## src/rtl/piano_pkg.sv

```systemverilog
// Shared piano types: note codes, recorder states and the song entry passed to the player.
// Entry duration is stored at the widest supported width; narrower builds use the low bits.
package piano_pkg;

    localparam int DUR_W_MAX = 8;

    localparam logic [3:0] NOTE_REST = 4'd0;
    localparam logic [3:0] NOTE_DO   = 4'd1;
    localparam logic [3:0] NOTE_RE   = 4'd2;
    localparam logic [3:0] NOTE_MI   = 4'd3;
    localparam logic [3:0] NOTE_FA   = 4'd4;
    localparam logic [3:0] NOTE_SOL  = 4'd5;
    localparam logic [3:0] NOTE_LA   = 4'd6;
    localparam logic [3:0] NOTE_SI   = 4'd7;

    typedef enum logic [1:0] {
        ST_IDLE,
        ST_REC,
        ST_FETCH,
        ST_PRESENT
    } rec_state_t;

    typedef struct packed {
        logic [3:0]           note;
        logic [1:0]           octave;
        logic [DUR_W_MAX-1:0] dur;
    } entry_t;

    // Lowest-index pressed key wins; no key is a rest.
    function automatic logic [3:0] encode_keys(input logic [6:0] keys);
        encode_keys = NOTE_REST;
        for (int i = 6; i >= 0; i--) begin
            if (keys[i]) encode_keys = 4'(i + 1);
        end
    endfunction

endpackage

```

## src/rtl/tick_gen.sv

```systemverilog
// Free-running strobe, one cycle high every PERIOD cycles (first strobe PERIOD-1 cycles after reset).
// No backpressure; the strobe is combinational from the counter.
module tick_gen #(
    parameter int PERIOD = 1_000_000
) (
    input  logic clk,
    input  logic reset,
    output logic tick
);
    localparam int CW = (PERIOD > 1) ? $clog2(PERIOD) : 1;

    logic [CW-1:0] cnt;

    always_ff @(posedge clk or negedge reset) begin
        if (!reset)                      cnt <= '0;
        else if (cnt == CW'(PERIOD - 1)) cnt <= '0;
        else                             cnt <= cnt + 1'b1;
    end

    assign tick = (cnt == CW'(PERIOD - 1));

endmodule

```

## src/rtl/note_recorder.sv

```systemverilog
// Captures tick-sampled key presses as (note, octave, duration) entries and streams them back out.
// Entry writes land the cycle after the deciding tick; playback holds each entry until play_ready.
module note_recorder
    import piano_pkg::*;
#(
    parameter int CLK_HZ  = 100_000_000,
    parameter int TICK_MS = 10,
    parameter int DEPTH   = 32,
    parameter int DUR_W   = 8
) (
    input  logic                       clk,
    input  logic                       reset,
    input  logic [6:0]                 keys,
    input  logic [1:0]                 octave,
    input  logic                       write_on,
    input  logic                       clear,
    input  logic                       play_start,
    input  logic                       play_ready,
    output logic                       play_valid,
    output logic [3:0]                 play_note,
    output logic [1:0]                 play_octave,
    output logic [DUR_W-1:0]           play_dur,
    output logic                       play_done,
    output logic                       rec_active,
    output logic                       full,
    output logic [$clog2(DEPTH+1)-1:0] count
);
    localparam int TICK_CYC = CLK_HZ / 1000 * TICK_MS;
    localparam int CNT_W    = $clog2(DEPTH + 1);
    localparam int AW       = $clog2(DEPTH);
    localparam logic [DUR_W_MAX-1:0] DUR_MAX = DUR_W_MAX'((1 << DUR_W) - 1);
    localparam logic [DUR_W_MAX-1:0] DUR_ONE = DUR_W_MAX'(1);

    logic [6:0]       keys_s1, keys_s2;
    logic [1:0]       oct_s1, oct_s2;
    logic             write_on_q;
    logic             tick;
    rec_state_t       state, state_d;
    logic [CNT_W-1:0] count_q;
    logic [AW-1:0]    idx;
    logic             seg_open, seg_open_d;
    entry_t           seg, seg_d;
    entry_t           rd_q;
    logic             done_q;
    entry_t           mem [DEPTH];

    logic             wr_rise, count_clr, done_d, idx_clr, idx_inc, wr_req, wr_en;
    logic [3:0]       samp_note;
    logic             samp_same;
    entry_t           wr_ent;
    logic [AW-1:0]    mem_addr;

    tick_gen #(.PERIOD(TICK_CYC)) u_tick (
        .clk   (clk),
        .reset (reset),
        .tick  (tick)
    );

    assign wr_rise   = write_on && !write_on_q;
    assign samp_note = encode_keys(keys_s2);
    assign samp_same = (seg.note == samp_note) && (seg.octave == oct_s2);
    assign wr_en     = wr_req && (count_q != CNT_W'(DEPTH));
    assign mem_addr  = (state == ST_FETCH) ? idx : count_q[AW-1:0];

    always_comb begin
        state_d    = state;
        count_clr  = 1'b0;
        done_d     = 1'b0;
        idx_clr    = 1'b0;
        idx_inc    = 1'b0;
        wr_req     = 1'b0;
        wr_ent     = seg;
        seg_open_d = seg_open;
        seg_d      = seg;
        unique case (state)
            ST_IDLE: begin
                if (wr_rise) begin
                    state_d    = ST_REC;
                    count_clr  = 1'b1;
                    seg_open_d = 1'b0;
                end else if (play_start) begin
                    if (count_q != '0) begin
                        state_d = ST_FETCH;
                        idx_clr = 1'b1;
                    end else begin
                        done_d = 1'b1;
                    end
                end else if (clear) begin
                    count_clr = 1'b1;
                end
            end
            ST_REC: begin
                if (!write_on) begin
                    // A trailing rest carries no musical content, so it is not stored.
                    state_d    = ST_IDLE;
                    seg_open_d = 1'b0;
                    wr_req     = seg_open && (seg.note != NOTE_REST);
                end else if (tick) begin
                    if (!seg_open) begin
                        if (samp_note != NOTE_REST) begin
                            seg_open_d = 1'b1;
                            seg_d      = '{note: samp_note, octave: oct_s2, dur: DUR_ONE};
                        end
                    end else if (samp_same) begin
                        if (seg.dur == DUR_MAX - DUR_ONE) begin
                            wr_req     = 1'b1;
                            wr_ent.dur = DUR_MAX;
                            seg_open_d = 1'b0;
                        end else begin
                            seg_d.dur = seg.dur + DUR_ONE;
                        end
                    end else begin
                        wr_req = 1'b1;
                        seg_d  = '{note: samp_note, octave: oct_s2, dur: DUR_ONE};
                    end
                end
            end
            ST_FETCH: state_d = ST_PRESENT;
            ST_PRESENT: begin
                if (play_ready) begin
                    if (CNT_W'(idx) + CNT_W'(1) == count_q) begin
                        state_d = ST_IDLE;
                        done_d  = 1'b1;
                    end else begin
                        state_d = ST_FETCH;
                        idx_inc = 1'b1;
                    end
                end
            end
            default: state_d = ST_IDLE;
        endcase
    end

    always_ff @(posedge clk or negedge reset) begin
        if (!reset) begin
            keys_s1    <= '0;
            keys_s2    <= '0;
            oct_s1     <= '0;
            oct_s2     <= '0;
            write_on_q <= 1'b0;
            state      <= ST_IDLE;
            count_q    <= '0;
            idx        <= '0;
            seg_open   <= 1'b0;
            seg        <= '0;
            rd_q       <= '0;
            done_q     <= 1'b0;
        end else begin
            keys_s1    <= keys;
            keys_s2    <= keys_s1;
            oct_s1     <= octave;
            oct_s2     <= oct_s1;
            write_on_q <= write_on;
            state      <= state_d;
            seg_open   <= seg_open_d;
            seg        <= seg_d;
            done_q     <= done_d;
            if (count_clr)  count_q <= '0;
            else if (wr_en) count_q <= count_q + 1'b1;
            if (idx_clr)      idx <= '0;
            else if (idx_inc) idx <= idx + 1'b1;
            if (state == ST_FETCH) rd_q <= mem[mem_addr];
        end
    end

    always_ff @(posedge clk) begin
        if (wr_en) mem[mem_addr] <= wr_ent;
    end

    assign play_valid  = (state == ST_PRESENT);
    assign play_note   = rd_q.note;
    assign play_octave = rd_q.octave;
    assign play_dur    = rd_q.dur[DUR_W-1:0];
    assign play_done   = done_q;
    assign rec_active  = (state == ST_REC);
    assign full        = (count_q == CNT_W'(DEPTH));
    assign count       = count_q;

endmodule

```

## config.mk

```make
export PLATFORM = sky130hd
export DESIGN_NAME = note_recorder
export DESIGN_NICKNAME = d
export VERILOG_FILES = /design/src/rtl/piano_pkg.sv /design/src/rtl/tick_gen.sv /design/src/rtl/note_recorder.sv
export SDC_FILE = /design/constraint.sdc
export NUM_CORES = 1
export LEC_CHECK = 0
export CAP_MARGIN = 20
export CORE_MARGIN = 2
export CORE_UTILIZATION = 33
export DETAILED_ROUTE_END_ITERATION = 8
export GPL_ROUTABILITY_DRIVEN = 0
export PLACE_DENSITY = 0.56
export SYNTH_ARGS = -nofsm -noshare
export SYNTH_HDL_FRONTEND = slang
export SYNTH_SLANG_ARGS = --single-unit
export TNS_END_PERCENT = 10
```

## constraint.sdc

```tcl
create_clock -name clk -period 4.9 [get_ports clk]
set_input_delay 0.98 -clock clk [delete_from_list [all_inputs] [get_ports clk]]
set_output_delay 0.98 -clock clk [all_outputs]
set_load 0.02 [all_outputs]
```

-- Yosys cells after proc, flatten, opt, wreduce, memory -nomap -nowiden
Memories as Yosys holds them, arrays and structs flattened. A register that Yosys moved wholly into a read port is not among the register bits.
Index checks and enable logic that the tools add are counted.
- output and inout port bits: 24
- input port bits: 15
- word-level logic and storage cells: 120
- register bits: 68
- memories: 1
- bits in writable memories: 448
- memory list (name ; depth ; bits a word ; rd ports ; clocked after memory_dff ; wr ports ; RTL line ; RTL):
    mem ; 32 ; 14 ; 1 ; 1 ; 1 ; note_recorder.sv:45 ; entry_t mem [DEPTH];
- equality and inequality tests: 18
- reductions and logical operators: 18
- multiplexer cells: 64
- add/sub/neg operators: 5
- operators with widths (cell ; number):
    8-bit 2-to-1 mux ; 8
    1-bit 2-to-1 mux ; 31
    14-bit 2-to-1 mux ; 2
    20-bit by 1-bit adder with 20-bit output (second input constant) ; 1
    20-bit == test (second input constant) ; 1
    20-bit 2-to-1 mux ; 1
    4-bit 2-to-1 mux ; 5
    6-bit 2-to-1 mux ; 3
    5-bit 2-to-1 mux ; 3
    2-bit 2-to-1 mux ; 6
    5-bit AND reduction ; 2
    3-bit != test (second input constant) ; 3
    8-bit by 1-bit adder with 8-bit output (second input constant) ; 1
    8-bit == test (second input constant) ; 1
    2-bit != test (second input constant) ; 4
    2-bit case mux with 4 select lines ; 1
    2-bit nonzero test ; 4
    4-bit nonzero test ; 2
    5-bit by 1-bit adder with 6-bit output (second input constant) ; 1
    6-bit by 1-bit adder with 6-bit output (second input constant) ; 1
    6-bit == test ; 1
    6-bit == test (second input constant) ; 1
    3-bit 2-to-1 mux ; 2
    6-bit != test (second input constant) ; 1
    other kinds (13) ; 19

-- Logic depth before layout (Yosys ltp)
- depth in word-level cells: 17
- mapped depth: 13
- gate-level depth less buffers: 8

-- By module
Synthesis repeated with hierarchy kept, for this count alone.
- cells, all modules: 1279
- area, all modules: 20539.7 µm²
- modules (own cells, without submodules) (module ; sequential area each (µm²) ; times used ; area an instance (µm²) ; cells an instance):
    note_recorder ; 13993.4 ; 1 ; 19493.7 ; 1182
    tick_gen ; 500.5 ; 1 ; 1046.0 ; 97

-- Worst setup path after synthesis
OpenSTA, ideal clock, no wires.
- path kind: reg-to-reg
- start: register state[0]
- end: memory mem[12][0] in the netlist's numbering, enable pin
- data arrival time: 3.091 ns
- stages on the path, launching flop included: 10
- slack: 1.406 ns
- library setup time: 0.402 ns
- path through: dfrtp_1 -> inv_1 -> ha_1 -> buf_6 -> clkbuf_1 -> mux2i_1 -> clkbuf_1 -> clkbuf_1 -> nand2_1 -> nor3b_1
- longest elaborated chain between the ends: 5
- elaborated cells on any way between the ends: 7
- ends and longest elaborated chain (element ; RTL line ; RTL):
    start, declared ; note_recorder.sv:38 ; rec_state_t state, state_d;
    start signal, assigned ; note_recorder.sv:154 ; state <= state_d;
    2-bit by 1-bit == test with 1-bit output ; note_recorder.sv:75 ; unique case (state)
    1-bit 2-to-1 mux ; note_recorder.sv:75 ;
    1-bit logical AND ; note_recorder.sv:62 ; assign wr_en = wr_req && (count_q != CNT_W'(DEPTH));
    1-bit 2-to-1 mux ; note_recorder.sv:167 ; if (wr_en) mem[mem_addr] <= wr_ent;
    1-bit 2-to-1 mux (implied by the code) ; note_recorder.sv:167 ;
    end, declared ; note_recorder.sv:45 ;
Parallel ways exist; a longest one is shown, timed or not.

-- Worst setup path in the final report
- start: register state[0]
- end: register play_octave[1] (netlist name)
- longest elaborated chain between the ends: 2
- ends and longest elaborated chain (element ; RTL line ; RTL):
    2-bit == test (*) ; note_recorder.sv:63, note_recorder.sv:162 ;
    5-bit 2-to-1 mux ; note_recorder.sv:63 ; assign mem_addr = (state == ST_FETCH) ? idx : count_q[AW-1:0];
Every way passes the cells marked *; elsewhere a longest branch is shown, timed or not.
A chain may end at the register's enable or synchronous reset.

==> flow_metrics.tcl <==
set metrics [dict create \
    detail_route.wirelength_um 49600 \
    fraction_of_the_mapped_netlist_area_in_adder_cells_pct 0.621 \
    largest_driver_fanout_on_the_critical_path 49 \
    initial_cell_density_of_the_core_pct 33.4 \
    drtAntennaViolNets 0 \
    synth.cell_area_um2 20200 \
    post_drt_wl_per_cell_um 23.2 \
    htree_num_levels 2 \
    holdPathStages 0 \
    syn_area_per_cell_um2 16.7 \
    report.final.setup_viol 0 \
    critical_path.reg2reg.endpoint "play_octave[1]" \
    outcome "finished clean" \
    leakagePower_nw 7.81 \
    synth_enable_flop_cells 416 \
    dr.pass1.iters 5 \
    synth.top_cells.by_area "sky130_fd_sc_hd__edfxtp_1 62%, sky130_fd_sc_hd__dfrtp_1 9.9%, sky130_fd_sc_hd__mux4_2 7.6%" \
    final-hold-violation-count 0 \
    tritoncts_clock_tree "built" \
    worst_r2r_path_depth 8 \
    synth_compound_gate_area_share_pct 5.91 \
    drc 0 \
    grt_remaining_overflow 0 \
    fp.dieArea_um2 63100 \
    timing.slew.headroom_pct 27.2 \
    power_frac_comb_pct 21.9 \
    synth_top_cell_area_share_pct 62.0 \
    peak_supply_drop_mv 0.263 \
    layout_worst_path_cycle_share_pct 73.0 \
    post-route-util_pct 39.2 \
    ios 39 \
    finish.cell_count_without_fillers 2134 \
    yosys.area_share.xor_xnor_pct 1.13 \
    fp-row-count 90 \
    required_ns 5.33 \
    worst-r2r-setup-slack_ns 1.33 \
    worstSkewPairLatency_ns 0.60 \
    finClkSkew_ns 0.0126 \
    yosysTopAreaCell "sky130_fd_sc_hd__edfxtp_1" \
    clock_root_buffer "sky130_fd_sc_hd__clkbuf_16" \
    yosys_register_bits 496 \
    netlist-cell-type-count 77 \
    timing.fmax_mhz 280 \
    layout.filler_cells 5552 \
    placed_cell_area_um2 21900 \
    commonest_register_cell_after_synthesis "sky130_fd_sc_hd__edfxtp_1" \
    grt_max_degree 53 \
    initial_antenna_violation_count 1 \
    yosysMostFrequentCell "sky130_fd_sc_hd__edfxtp_1" \
    placeableCoreArea_um2 60400 \
    drt_iter0_markers 900 \
    flow.area_growth_from_synthesis_pct 17.3 \
    final_total_negative_setup_slack_ns 0 \
    power.share.switching_pct 28.4 \
    drv_cap 0 \
    worstMarginPinSlew_ns 1.09 \
    maxSlewViolCount 0 \
    groute.usage.overall_pct 15.9 \
    place.port_buffers 37 \
    syn_nets 1235 \
    number_of_buffers_added_by_the_clock_tree_synthesis_step 51 \
    main_combinational_cell_family_by_area_after_synthesis "multiplexers" \
    vias_per_cell 5.24 \
    netlist_instances 1210 \
    pwr-share-seq_pct 42.9 \
    setup.worst_path.start_class "register" \
    vias 11200 \
    cts_sinks 496 \
    pre_cts_slack_ns 0.960 \
    cts.reportedPaths.clkPinSlew_ns 0.06 \
    net-switching-power_mw 3.14 \
    worstSetupPathType "reg -> reg" \
    power.internal_mw 7.92 \
    p_total_mw 11.1 \
    ctsResizeCount 0 \
    drive_gt1_share_pct 19.8 \
    final.min_clock_period_ns 3.57 \
    final_critical_path_setup_slack_ns 1.33 \
    placedCellCount 2034 \
    yosys_warning_total 0 \
    hold_end "keys_s2[0]" \
    design_area_um2 23600 \
    rsz0062_at_grt "no" \
    pwr-share-clk_pct 35.2 \
    die_h_um 251 \
    cp_data_arrival_time_ns 4.01 \
    first_global_vias 11400 \
    worst_setup_path_end_kind "register" \
    cts_post_setup_buffers_inserted 0 \
    holdCritPathClass "reg -> reg" \
    post_synth_and_or_nand_nor_area_fraction_pct 7.36 \
    dp_hpwl_um 31300 \
    power.density_cell_area_nw_per_um2 468 \
    hp-start "keys_s1[0]" \
    fin_hold_ws_ns 0.349 \
    first_pass_grt_wire_length_um 74100 \
    die_w_um 251 \
    yosys-mux-area-fraction_pct 11.1 \
    seq_area_frac_synth_pct 71.9 \
    cts.hold.buffers_added 0 \
    r2r_startpoint "state[0]" \
    cts_buffer_depth 3 \
    synth_commonest_cells "416 x sky130_fd_sc_hd__edfxtp_1, 99 x sky130_fd_sc_hd__nand2_1, 80 x sky130_fd_sc_hd__dfrtp_1" \
    final_nets 1333 \
    ys_async_sr_fraction_pct 16.1 \
]
[critical path: stages, from the launching register on]
cell and delay, ns:
sky130_fd_sc_hd__dfrtp_1 0.41, sky130_fd_sc_hd__inv_1 0.10, sky130_fd_sc_hd__ha_2 0.44, sky130_fd_sc_hd__mux2_4 0.53
sky130_fd_sc_hd__buf_4 0.66, sky130_fd_sc_hd__mux4_2 0.41, sky130_fd_sc_hd__a22o_1 0.30, sky130_fd_sc_hd__a21oi_1 0.37
sky130_fd_sc_hd__a31oi_1 0.14
[metal layers]
layer | share of wire [%] | routed length, um | GRT usage (%)
met3 | 5.5 | 2740 | 3.01
met1 | 44 | 21600 | 21.4
met5 | 0 | 0 | 0
met2 | 48 | 23800 | 25.7
met4 | 2.9 | 1460 | 5.70
[worst max-delay path by stage]
| stage | depth (start not counted) | slack (ns) | start | end |
|---|---|---|---|---|
| after floorplan | 9 | 1.41 | state[0] | mem[12][0] |
| after detailed placement | 8 | 0.96 | write_on | mem[0][7] |
| after global routing | 8 | 1.14 | state[0] | play_dur[4] |
| after global placement | 8 | 1.04 | write_on | mem[0][9] |
| after CTS | 8 | 1.28 | state[0] | play_dur[4] |
| final | 8 | 1.33 | state[0] | play_octave[1] |
[final cells by class]
class | instances | area (um^2) | share of cell area [%]
Inverter | 17 | 63.8 | 0.270
Multi-Input combinational cell | 636 | 5470 | 23.1
Antenna cell | 1 | 2.50 | 0.0106
Sequential cell | 496 | 14500 | 61.3
Tap cell | 782 | 978 | 4.14
Timing Repair Buffer | 106 | 943 | 3.99
Clock inverter | 31 | 313 | 1.32
Clock buffer | 65 | 1370 | 5.80
[kinds of logic after synthesis]
| logic type | Yosys count |
|---|---|
| other cells | 1 |
| buf+inv | 78 |
| fa+ha+maj | 10 |
| xor+xnor | 26 |
| compound gates | 171 |
| mux | 135 |
| simple gates | 293 |
| flops | 496 |
[state kept, by name, indices dropped and copies added (netlist names)]
| name | cells |
|---|---|
| mem | 416 |
| u_tick.cnt | 20 |
| seg | 13 |
| play_dur | 8 |
| keys_s1 | 7 |
| keys_s2 | 7 |
| count | 6 |
| idx | 5 |
| play_note | 3 |
| oct_s1 | 2 |
| oct_s2 | 2 |
| play_octave | 2 |
| state | 2 |
| play_done | 1 |
| seg_open | 1 |
| write_on_q | 1 |
[power groups by stage]
stage / clock [mW] / sequential (mW) / combinational (mW)
floorplan: 0 / 4.81 / 1.57
global placement: 0 / 4.84 / 2.42
detailed placement: 0 / 4.84 / 2.44
CTS: 3.98 / 4.75 / 2.45
global route: 4.11 / 4.76 / 2.58
finish: 3.89 / 4.75 / 2.42
[cell usage in the layout (no fill, tap or decap), types with 6 or more instances in the layout]
cell type / count
sky130_fd_sc_hd__clkbuf_16: 52
sky130_fd_sc_hd__nor4_1: 9
sky130_fd_sc_hd__mux2i_1: 59
sky130_fd_sc_hd__buf_4: 64
sky130_fd_sc_hd__clkdlybuf4s50_1: 36
sky130_fd_sc_hd__a31oi_1: 16
sky130_fd_sc_hd__nand2b_1: 13
sky130_fd_sc_hd__a21oi_1: 34
sky130_fd_sc_hd__ha_1: 9
sky130_fd_sc_hd__nand4_1: 12
sky130_fd_sc_hd__nor3_1: 10
sky130_fd_sc_hd__nor2b_1: 8
sky130_fd_sc_hd__clkbuf_1: 11
sky130_fd_sc_hd__nor2_1: 48
sky130_fd_sc_hd__inv_1: 17
sky130_fd_sc_hd__dfrtp_1: 80
sky130_fd_sc_hd__mux4_2: 68
sky130_fd_sc_hd__o21ai_1: 11
sky130_fd_sc_hd__xor2_1: 13
sky130_fd_sc_hd__a22o_1: 11
sky130_fd_sc_hd__edfxtp_1: 416
sky130_fd_sc_hd__o221ai_1: 7
sky130_fd_sc_hd__clkinv_2: 14
sky130_fd_sc_hd__and3_1: 12
sky130_fd_sc_hd__o21ai_0: 12
sky130_fd_sc_hd__a22oi_1: 16
sky130_fd_sc_hd__clkinv_1: 8
sky130_fd_sc_hd__nand2_1: 99
sky130_fd_sc_hd__xnor2_1: 13
sky130_fd_sc_hd__bufinv_16: 6
sky130_fd_sc_hd__nand3_1: 19
sky130_fd_sc_hd__nor4_2: 9
sky130_fd_sc_hd__o22ai_1: 14
sky130_fd_sc_hd__nor3_2: 21
Note: power is estimated with default switching activity, not from simulation.
